===== config.mk =====
export PLATFORM = sky130hd
export DESIGN_NAME = fsm_div_sched
export DESIGN_NICKNAME = d
export VERILOG_FILES = /design/src/rtl/fsm_div_sched_pkg.sv /design/src/rtl/fsm_div_sched_rr_arbiter.sv /design/src/rtl/fsm_div_sched.sv
export SDC_FILE = /design/constraint.sdc
export NUM_CORES = 1
export LEC_CHECK = 0
export CAP_MARGIN = 20
export CORE_MARGIN = 8
export CORE_UTILIZATION = 40
export DETAILED_ROUTE_END_ITERATION = 16
export PLACE_DENSITY = 0.72
export SETUP_SLACK_MARGIN = 0.4
export SYNTH_ARGS = -nofsm -noshare
export SYNTH_HDL_FRONTEND = slang
export SYNTH_SLANG_ARGS = --single-unit

===== constraint.sdc =====
create_clock -name clk -period 3.5 [get_ports clk]
set_input_delay 0.525 -clock clk [delete_from_list [all_inputs] [get_ports clk]]
set_output_delay 0.525 -clock clk [all_outputs]
set_load 0.005 [all_outputs]

===== src/rtl/fsm_div_sched_pkg.sv =====
// Shared types and constants for the fsm_div round-robin scheduler.
package fsm_div_sched_pkg;

    typedef enum logic [2:0] {
        ST_IDLE,
        ST_GRANT,
        ST_SEND,
        ST_WAIT,
        ST_RESP
    } state_t;

    localparam int unsigned N_OPS       = 4;
    localparam int unsigned SEND_CYCLES = 8;
    localparam int unsigned SEND_CNT_W  = $clog2(SEND_CYCLES);

    // Pointer/index width for n requesters (at least one bit).
    function automatic int unsigned ptr_w(input int unsigned n);
        return (n > 1) ? 32'($clog2(n)) : 32'd1;
    endfunction

endpackage


===== src/rtl/fsm_div_sched_rr_arbiter.sv =====
// Combinational round-robin arbiter: the pointer index has top priority, then ascending with wrap.
module fsm_div_sched_rr_arbiter #(
    parameter int unsigned N_REQ = 4,
    parameter int unsigned PW    = 2
) (
    input  logic [N_REQ-1:0] req,
    input  logic [PW-1:0]    ptr,
    output logic [N_REQ-1:0] grant_c,
    output logic [PW-1:0]    idx_c
);

    logic [PW-1:0] cand;
    logic          found;

    always_comb begin
        grant_c = '0;
        idx_c   = '0;
        found   = 1'b0;
        cand    = '0;
        for (int unsigned k = 0; k < N_REQ; k++) begin
            cand = PW'((32'(ptr) + k) % N_REQ);
            if (!found && req[cand]) begin
                found         = 1'b1;
                grant_c[cand] = 1'b1;
                idx_c         = cand;
            end
        end
    end

endmodule


===== src/rtl/fsm_div_sched.sv =====
// Round-robin scheduler sharing one serial fsm_div unit between N_REQ requesters.
// Optional WAIT watchdog: define FSM_DIV_SCHED_TIMEOUT_EN.
module fsm_div_sched
    import fsm_div_sched_pkg::*;
#(
    parameter int unsigned N_REQ   = 4,
    parameter int unsigned DW      = 4,
    parameter int unsigned TIMEOUT = 64
) (
    input  logic                clk,
    input  logic                reset,
    input  logic [N_REQ-1:0]    req,
    input  logic [N_REQ*DW-1:0] op_a,
    input  logic [N_REQ*DW-1:0] op_b,
    input  logic [N_REQ*DW-1:0] op_c,
    input  logic [N_REQ*DW-1:0] op_d,
    output logic [N_REQ-1:0]    ack,
    output logic [DW-1:0]       res_out,
    output logic                err_out,
    output logic                busy,
    output logic                div_reset,
    output logic                div_valid_in,
    output logic [DW-1:0]       div_d_in,
    input  logic                div_valid_out,
    input  logic [DW-1:0]       div_d_out,
    input  logic                div_error_out
`ifdef FSM_DIV_SCHED_TIMEOUT_EN
    ,
    output logic                timeout_out
`endif
);

    localparam int unsigned PW = ptr_w(N_REQ);
    localparam int unsigned CW = SEND_CNT_W;

    if (N_REQ < 2 || N_REQ > 8 || TIMEOUT < 1) begin : g_bad_param
        $error("fsm_div_sched: parameter out of range");
    end

    state_t            state_q, state_d;
    logic [CW-1:0]     cnt_q, cnt_d;
    logic [PW-1:0]     ptr_q, ptr_d;
    logic [PW-1:0]     win_q, win_d;
    logic [DW-1:0]     ops_q [N_OPS];
    logic [DW-1:0]     ops_d [N_OPS];
    logic [N_REQ-1:0]  arb_grant;
    logic [PW-1:0]     arb_idx;
    logic [N_REQ-1:0]  ack_d;
    logic [DW-1:0]     res_d;
    logic              err_d;
    logic              div_reset_d;
    logic              div_valid_d;
    logic [DW-1:0]     div_d_in_d;

`ifdef FSM_DIV_SCHED_TIMEOUT_EN
    localparam int unsigned TW = $clog2(TIMEOUT + 1);
    logic [TW-1:0]     tmo_cnt_q, tmo_cnt_d;
    logic              tmo_hit_q, tmo_hit_d;
    logic              timeout_d;
`endif

    fsm_div_sched_rr_arbiter #(
        .N_REQ (N_REQ),
        .PW    (PW)
    ) u_arb (
        .req     (req),
        .ptr     (ptr_q),
        .grant_c (arb_grant),
        .idx_c   (arb_idx)
    );

    // Next-state and next-output logic; outputs are registered alongside the state.
    always_comb begin
        state_d     = state_q;
        cnt_d       = cnt_q;
        ptr_d       = ptr_q;
        win_d       = win_q;
        ops_d       = ops_q;
        ack_d       = '0;
        res_d       = '0;
        err_d       = 1'b0;
        div_reset_d = 1'b0;
        div_valid_d = 1'b0;
        div_d_in_d  = div_d_in;
`ifdef FSM_DIV_SCHED_TIMEOUT_EN
        tmo_cnt_d   = tmo_cnt_q;
        tmo_hit_d   = tmo_hit_q;
        timeout_d   = 1'b0;
`endif
        case (state_q)
            ST_IDLE: begin
                if (|req) state_d = ST_GRANT;
            end
            ST_GRANT: begin
                if (|arb_grant) begin
                    state_d     = ST_SEND;
                    cnt_d       = '0;
                    win_d       = arb_idx;
                    ops_d[0]    = op_a[32'(arb_idx)*DW +: DW];
                    ops_d[1]    = op_b[32'(arb_idx)*DW +: DW];
                    ops_d[2]    = op_c[32'(arb_idx)*DW +: DW];
                    ops_d[3]    = op_d[32'(arb_idx)*DW +: DW];
                    div_valid_d = 1'b1;
                    div_d_in_d  = ops_d[0];
                end else begin
                    state_d = ST_IDLE;
                end
            end
            ST_SEND: begin
                // Even counts strobe the next operand, odd counts are the gap cycle.
                if (cnt_q == CW'(SEND_CYCLES - 1)) begin
                    state_d = ST_WAIT;
`ifdef FSM_DIV_SCHED_TIMEOUT_EN
                    tmo_cnt_d = '0;
`endif
                end else begin
                    cnt_d       = cnt_q + CW'(1);
                    div_valid_d = ~cnt_d[0];
                    div_d_in_d  = ops_q[cnt_d[CW-1:1]];
                end
            end
            ST_WAIT: begin
`ifdef FSM_DIV_SCHED_TIMEOUT_EN
                if (tmo_hit_q) begin
                    state_d   = ST_RESP;
                    ack_d     = N_REQ'(1) << win_q;
                    err_d     = 1'b1;
                    timeout_d = 1'b1;
                end else if (div_valid_out) begin
                    state_d = ST_RESP;
                    ack_d   = N_REQ'(1) << win_q;
                    res_d   = div_d_out;
                    err_d   = div_error_out;
                end else if (tmo_cnt_q == TW'(TIMEOUT - 1)) begin
                    tmo_hit_d   = 1'b1;
                    div_reset_d = 1'b1;
                end else begin
                    tmo_cnt_d = tmo_cnt_q + TW'(1);
                end
`else
                if (div_valid_out) begin
                    state_d = ST_RESP;
                    ack_d   = N_REQ'(1) << win_q;
                    res_d   = div_d_out;
                    err_d   = div_error_out;
                end
`endif
            end
            ST_RESP: begin
                state_d = ST_IDLE;
                ptr_d   = (win_q == PW'(N_REQ - 1)) ? '0 : win_q + PW'(1);
`ifdef FSM_DIV_SCHED_TIMEOUT_EN
                tmo_hit_d = 1'b0;
`endif
            end
            default: state_d = ST_IDLE;
        endcase
    end

    always_ff @(posedge clk) begin
        if (!reset) begin
            state_q      <= ST_IDLE;
            cnt_q        <= '0;
            ptr_q        <= '0;
            win_q        <= '0;
            for (int unsigned i = 0; i < N_OPS; i++) ops_q[i] <= '0;
            ack          <= '0;
            res_out      <= '0;
            err_out      <= 1'b0;
            busy         <= 1'b0;
            div_reset    <= 1'b1;
            div_valid_in <= 1'b0;
            div_d_in     <= '0;
`ifdef FSM_DIV_SCHED_TIMEOUT_EN
            tmo_cnt_q    <= '0;
            tmo_hit_q    <= 1'b0;
            timeout_out  <= 1'b0;
`endif
        end else begin
            state_q      <= state_d;
            cnt_q        <= cnt_d;
            ptr_q        <= ptr_d;
            win_q        <= win_d;
            ops_q        <= ops_d;
            ack          <= ack_d;
            res_out      <= res_d;
            err_out      <= err_d;
            busy         <= (state_d != ST_IDLE);
            div_reset    <= div_reset_d;
            div_valid_in <= div_valid_d;
            div_d_in     <= div_d_in_d;
`ifdef FSM_DIV_SCHED_TIMEOUT_EN
            tmo_cnt_q    <= tmo_cnt_d;
            tmo_hit_q    <= tmo_hit_d;
            timeout_out  <= timeout_d;
`endif
        end
    end

endmodule


==> flow_summary.ini, run 1 <==
[outcome]
status = finished clean

[worst_setup_path]
max_stage_delay_ns = 0.48
endpoint_kind = flip-flop
critical_path_arrival_ns = 3.25
crit_path_cell_trace = clkdlybuf4s50_1 > buf_4 > mux4_2 > nor2b_1 > a32o_2 > buf_4 > a2111o_1 > a311oi_1 > a211o_1
critPathKind = primary input to flip-flop
required_ns = 3.73
cp_common_cell = buf_4
crit_fanout = 6
r2r_slack_ns = 0.52
critPathSlowestCell = clkdlybuf4s50_1
startpoint_type = primary input

[logic_synthesis]
async_flop_share_pct = 0
synth_area_leaders = dfxtp_1, mux2i_1, nand2_1, mux4_2, ha_1
synth_flop_cell = dfxtp_1
synth_area_mm2 = 0.00265
avgSynthCellArea_um2 = 9.02
seq_area_frac_synth_pct = 31.7
synth_top_area_share_pct = 31.7
yosysUniqueCellTypes = 55
yosys_warnings = 0
yosysTopAreaCell = dfxtp_1
syn-num-nets = 379
synth_seq_cells = 42
synth_edf_count = 0
syn_inst = 294

[timing]
min_period_ns = 3.02
drv_slew = 0
setup_viol = 0
finClkSkew_ns = 0.00437
finalSetupTns_ns = 0
grt_setup_unrepaired = no
slew_headroom_pct = 50.3
final.period_utilization_pct = 86.3
timing.final.ws_setup_ns = 0.481
tightest_slew_ns = 0.740
max_freq_mhz = 331
hold_violations = 0

[power_and_ir_drop]
p_sw_uw = 353
combPwrFrac_pct = 31.6
p_int_uw = 867
vdd_drop_max_uv = 270
p_per_area_mw_per_mm2 = 324
clock_power_share_pct = 23.7
power_frac_seq_pct = 44.7
power.share.switching_pct = 28.9
p_leak_nw = 1.45

[finish]
drive_gt1_share_pct = 10.9
layout_common_cells = clkdlybuf4s50_1, nand2_1, dfxtp_1
layout_commonest_cell = clkdlybuf4s50_1
syn_to_final_growth_pct = 41.9
stdcell_count = 464
antenna_cells = 0
nets = 472

[placed_design]
place_congestion = 0.913
port_buffers = 91
place_hpwl_mm = 5.89
place_inst = 454
pre_cts_ws_ns = 0.134

[drt]
ant_nets = 0
dr.pass1.iters = 4
drtIter0Drc = 113
via_per_inst = 5.78
vias = 2680
post_drt_wl_per_cell_um = 16.1
wirelength_mm = 7.48
drc = 0

[cts]
cts_root_buf = clkbuf_8
cts_tree = built
postCtsHoldBufs = 0
cts_buffers = 5
clk_latency_ns = 0.29
cts_sinks = 42
clockBufferDepth = 2
clkTransAtPathRegs_ns = 0.07
h-tree-depth = 2

[global_route]
grt_pass1_wl_mm = 12.4
antenna_found_initial = 0
grt_pass1_vias = 2705
grt_max_degree = 25
grt-ovfl-total = 0
grt.total_usage_pct = 15.2

[floorplan]
initial_core_util_pct = 41.5
die_w_um = 97.4
dieArea_mm2 = 0.00949
core_region_area_mm2 = 0.00639
io_pins = 92
num_rows = 29
die_h_um = 97.4

[run]
drv_cap = 0

[worst_hold_path]
hp-class = flip-flop to flip-flop
==> cells in the mapped netlist (3+ instances only) <==
cell type,number
buf_2,5
a311oi_1,10
a21oi_1,10
or3_1,3
nor2_1,18
a211o_1,5
nor2b_1,4
and2_1,5
inv_1,5
nor3_1,4
dfxtp_1,42
nand2_1,55
o22ai_1,12
a32o_1,11
mux4_2,8
ha_1,9
clkbuf_1,9
nand3_1,7
mux2i_1,23
o21ai_0,3
==> cell type report <==
class,instances,area [um^2]
Tap cell,77,96.3
Fill cell,577,2620
Sequential cell,42,842
Clock buffer,7,76.3
Inverter,5,18.8
Multi-Input combinational cell,229,1710
Timing Repair Buffer,104,1020
==> per-stage QoR <==
stage          utilization, %  hold slack (ns)  power, mW  instance area [um^2]
4_1_cts                  58.4            0.467       1.22                  3730
3_5_place_dp             57.0            0.450      0.934                  3640
2_1_floorplan               -            0.430      0.765                  2650
5_1_grt                  59.0            0.488       1.28                  3760
6_report                 59.0            0.464       1.22                  3760
3_3_place_gp             57.0            0.448      0.927                  3640
==> power groups by stage <==
stage	sequential [mW]	clock, mW	combinational [mW]
2_1_floorplan	0.546	0	0.219
3_3_place_gp	0.556	0	0.372
3_5_place_dp	0.556	0	0.377
4_1_cts	0.545	0.291	0.381
5_1_grt	0.551	0.311	0.421
6_report	0.546	0.289	0.386
==> metal layers <==
| metal | wire [um] | GRT usage, % | vias to the layer above |
|---|---|---|---|
| met5 | 0 | 0 | - |
| met4 | 96 | 3.73 | 0 |
| met3 | 541 | 4.98 | 15 |
| met2 | 3630 | 25.9 | 108 |
| met1 | 3210 | 17.7 | 1263 |
| li1 | - | - | 1294 |
==> critical path: cells and delay by family <==
kind,cells,cell delay [ns]
multiplexers,1,0.45
AND/OR/NAND/NOR,1,0.17
AO/OA/AOI/OAI,4,1.23
buffers and inverters,3,0.85
==> state kept, by name, summed over array words and instances (netlist names), 2 cells and up <==
name,count
ops_q,16
state_q,3
win_q,2
ptr_q,2
div_d_in,4
ack,4
cnt_q,3
res_out,4
==> worst paths after layout <==
check	start	endpoint	cells past startpoint
worst max-delay path	req[3]	ops_q[8]	9
worst min-delay path	ops_q[5]	ops_q[5]	1
worst max register to register	ptr_q[1]	ops_q[8]	9
worst min register to register	ops_q[5]	ops_q[5]	1
==> kinds of logic (layout without fill, tap and decap cells) <==
kind of cell,Yosys count,in the layout,synth area share [%]
AOI/OAI and AO/OA,75,75,23.3
muxes,33,33,16.3
DFF,42,42,31.7
adders and majority gates,9,9,4.25
buffers and inverters,23,116,4.67
and+or+nand+nor,112,112,19.7
==> what timing repair did <==
| item | CTS | global route |
|---|---|---|
| endpoints found under the hold margin | 0 | 0 |
| setup buffers | 0 | 3 |
| gates cloned | 0 | 0 |
| pin swaps | 0 | 1 |
| resized for setup | 3 | 3 |
| endpoints found under the setup margin | 16 | 15 |
(Power assumes the default switching activity.)
==> run 2: changes to the inputs <==
--- a/config.mk
+++ b/config.mk
@@ -9,7 +9,7 @@
 export CORE_MARGIN = 8
 export CORE_UTILIZATION = 40
 export DETAILED_ROUTE_END_ITERATION = 16
-export PLACE_DENSITY = 0.72
+export PLACE_DENSITY_LB_ADDON = 0.25
 export SETUP_SLACK_MARGIN = 0.4
 export SYNTH_ARGS = -nofsm -noshare
 export SYNTH_HDL_FRONTEND = slang
==> run 2 against run 1 <==
Compared with the run above:
- sequential power is essentially flat
- worst hold slack gained 0.0040 ns
- clock skew grew 0.0013 ns
- via count shrank 3.5%
- power grew 2.3%
- clock power grew 8.0%
- flip-flop and latch count is the same
- non-clock buffer count grew 4
- sequential share of layout area shrank 0.17 points
- largest cell class unchanged
- highest routed layer unchanged
==> flow_summary.ini, run 2 (synthesized netlist as in run 1, its figures left out) <==
[outcome]
status = finished clean

[cts]
clockBufferDepth = 2
cts_root_buf = clkbuf_8
postCtsHoldBufs = 0
clk_latency_ns = 0.28
cts_sinks = 42
clkTransAtPathRegs_ns = 0.08
cts_tree = built
h-tree-depth = 2
cts_buffers = 5

[worst_setup_path]
r2r-start = ptr_q[0]
critPathKind = primary input to flip-flop
critical_path_arrival_ns = 3.15
rr_worst_depth = 9
r2r-end = div_d_in[2]
required_ns = 3.68
endpoint_kind = flip-flop
r2r_slack_ns = 0.59
crit_fanout = 13
startpoint_type = primary input

[floorplan]
io_pins = 92
initial_core_util_pct = 41.5
die_h_um = 97.4
die_w_um = 97.4
core_region_area_mm2 = 0.00639
num_rows = 29
dieArea_mm2 = 0.00949

[global_route]
grt.total_usage_pct = 14.6
grt_max_degree = 25
grt_pass1_vias = 2594
grt-ovfl-total = 0
antenna_found_initial = 0
grt_pass1_wl_mm = 12.0

[drt]
drc = 0
drtIter0Drc = 110
ant_nets = 0
wirelength_mm = 7.29
via_per_inst = 5.52
dr.pass1.iters = 4
vias = 2587
post_drt_wl_per_cell_um = 15.5

[power_and_ir_drop]
p_leak_nw = 1.47
vdd_drop_max_uv = 276
p_total_mw = 1.25
p_per_area_mw_per_mm2 = 329

[timing]
finClkSkew_ns = 0.00565
drv_slew = 0
final.period_utilization_pct = 85.0
grt_setup_unrepaired = yes
tightest_slew_ns = 0.723
max_freq_mhz = 336
min_period_ns = 2.98
hold_violations = 0
finalSetupTns_ns = 0
slew_headroom_pct = 51.5
setup_viol = 0

[run]
drv_cap = 0

[worst_hold_path]
hold_depth = 1
whs_endpoint = ops_q[3]
hp-class = flip-flop to flip-flop
hp-start = ops_q[3]

[finish]
largest_reg_flops = 16
fillers = 585
syn_to_final_growth_pct = 43.0
drive_gt1_share_pct = 12.0
nets = 476
layout_commonest_cell = clkdlybuf4s50_1
layout_common_cells = clkdlybuf4s50_1, nand2_1, dfxtp_1
antenna_cells = 0
regMostFlops = ops_q

[placed_design]
place_congestion = 0.830
place_hpwl_mm = 5.74
port_buffers = 91
run 2: worst max-delay path by stage:
stage                         from          end  slack (ns)  cells past startpoint
after floorplan           ptr_q[0]    ops_q[15]        0.52                     10
after global placement      req[0]  div_d_in[2]        0.19                      8
after detailed placement    req[1]  div_d_in[2]        0.13                      8
after global routing      ptr_q[0]     ops_q[2]        0.39                      8
after CTS                   req[2]  div_d_in[2]        0.42                      8
final                       req[2]  div_d_in[2]        0.52                      8
run 2: metrics by stage:
step	hold WS, ns	instance area, um^2	cells	worst slack [ns]	util, %
3_5_place_dp	0.455	3640	454	0.127	57.0
5_1_grt	0.495	3790	469	0.393	59.4
3_3_place_gp	0.447	3640	454	0.188	57.0
4_1_cts	0.473	3740	462	0.421	58.5
6_report	0.468	3790	469	0.525	59.4
2_1_floorplan	0.430	2650	294	0.525	-
run 2: timing repair:
| action | 4_1_cts | 5_1_grt |
|---|---|---|
| endpoints found under the setup margin | 11 | 20 |
| setup buffers | 0 | 7 |
| pin swaps | 0 | 2 |
| gates resized for setup | 1 | 2 |
run 2: worst max-delay path, stage by stage:
cell             delay (ns)
clkdlybuf4s50_1        0.52
mux4_2                 0.55
a2111oi_2              0.34
a32o_2                 0.29
buf_12                 0.18
mux2i_1                0.29
o21ai_0                0.16
o311a_1                0.29
run 2: final cells by class:
type / instances / area [um^2] / share of cell area [%]
multi-input cells: 229 / 1690 / 44.6
inverters: 5 / 18.8 / 0.495
repair buffers: 108 / 1050 / 27.8
well taps: 77 / 96.3 / 2.54
clock inverters: 1 / 5.00 / 0.132
clock buffers: 7 / 86.3 / 2.28
flip-flops and latches: 42 / 842 / 22.2
run 2: report_power, final:
| group | leakage (nW) | switching [mW] | internal (mW) |
|---|---|---|---|
| sequential | 0.343 | 0.0279 | 0.517 |
| combinational | 1.08 | 0.173 | 0.219 |
| clock | 0.0482 | 0.153 | 0.159 |
run 2: layer usage:
metal / GRT usage (%) / part of all wire (%) / wire length [um] / up-vias
li1: - / - / - / 1308
met1: 18.2 / 45 / 3270 / 1191
met2: 23.6 / 48 / 3480 / 84
met3: 5.12 / 6.9 / 503 / 4
met4: 3.15 / 0.55 / 40 / 0
met5: 0 / 0 / 0 / -
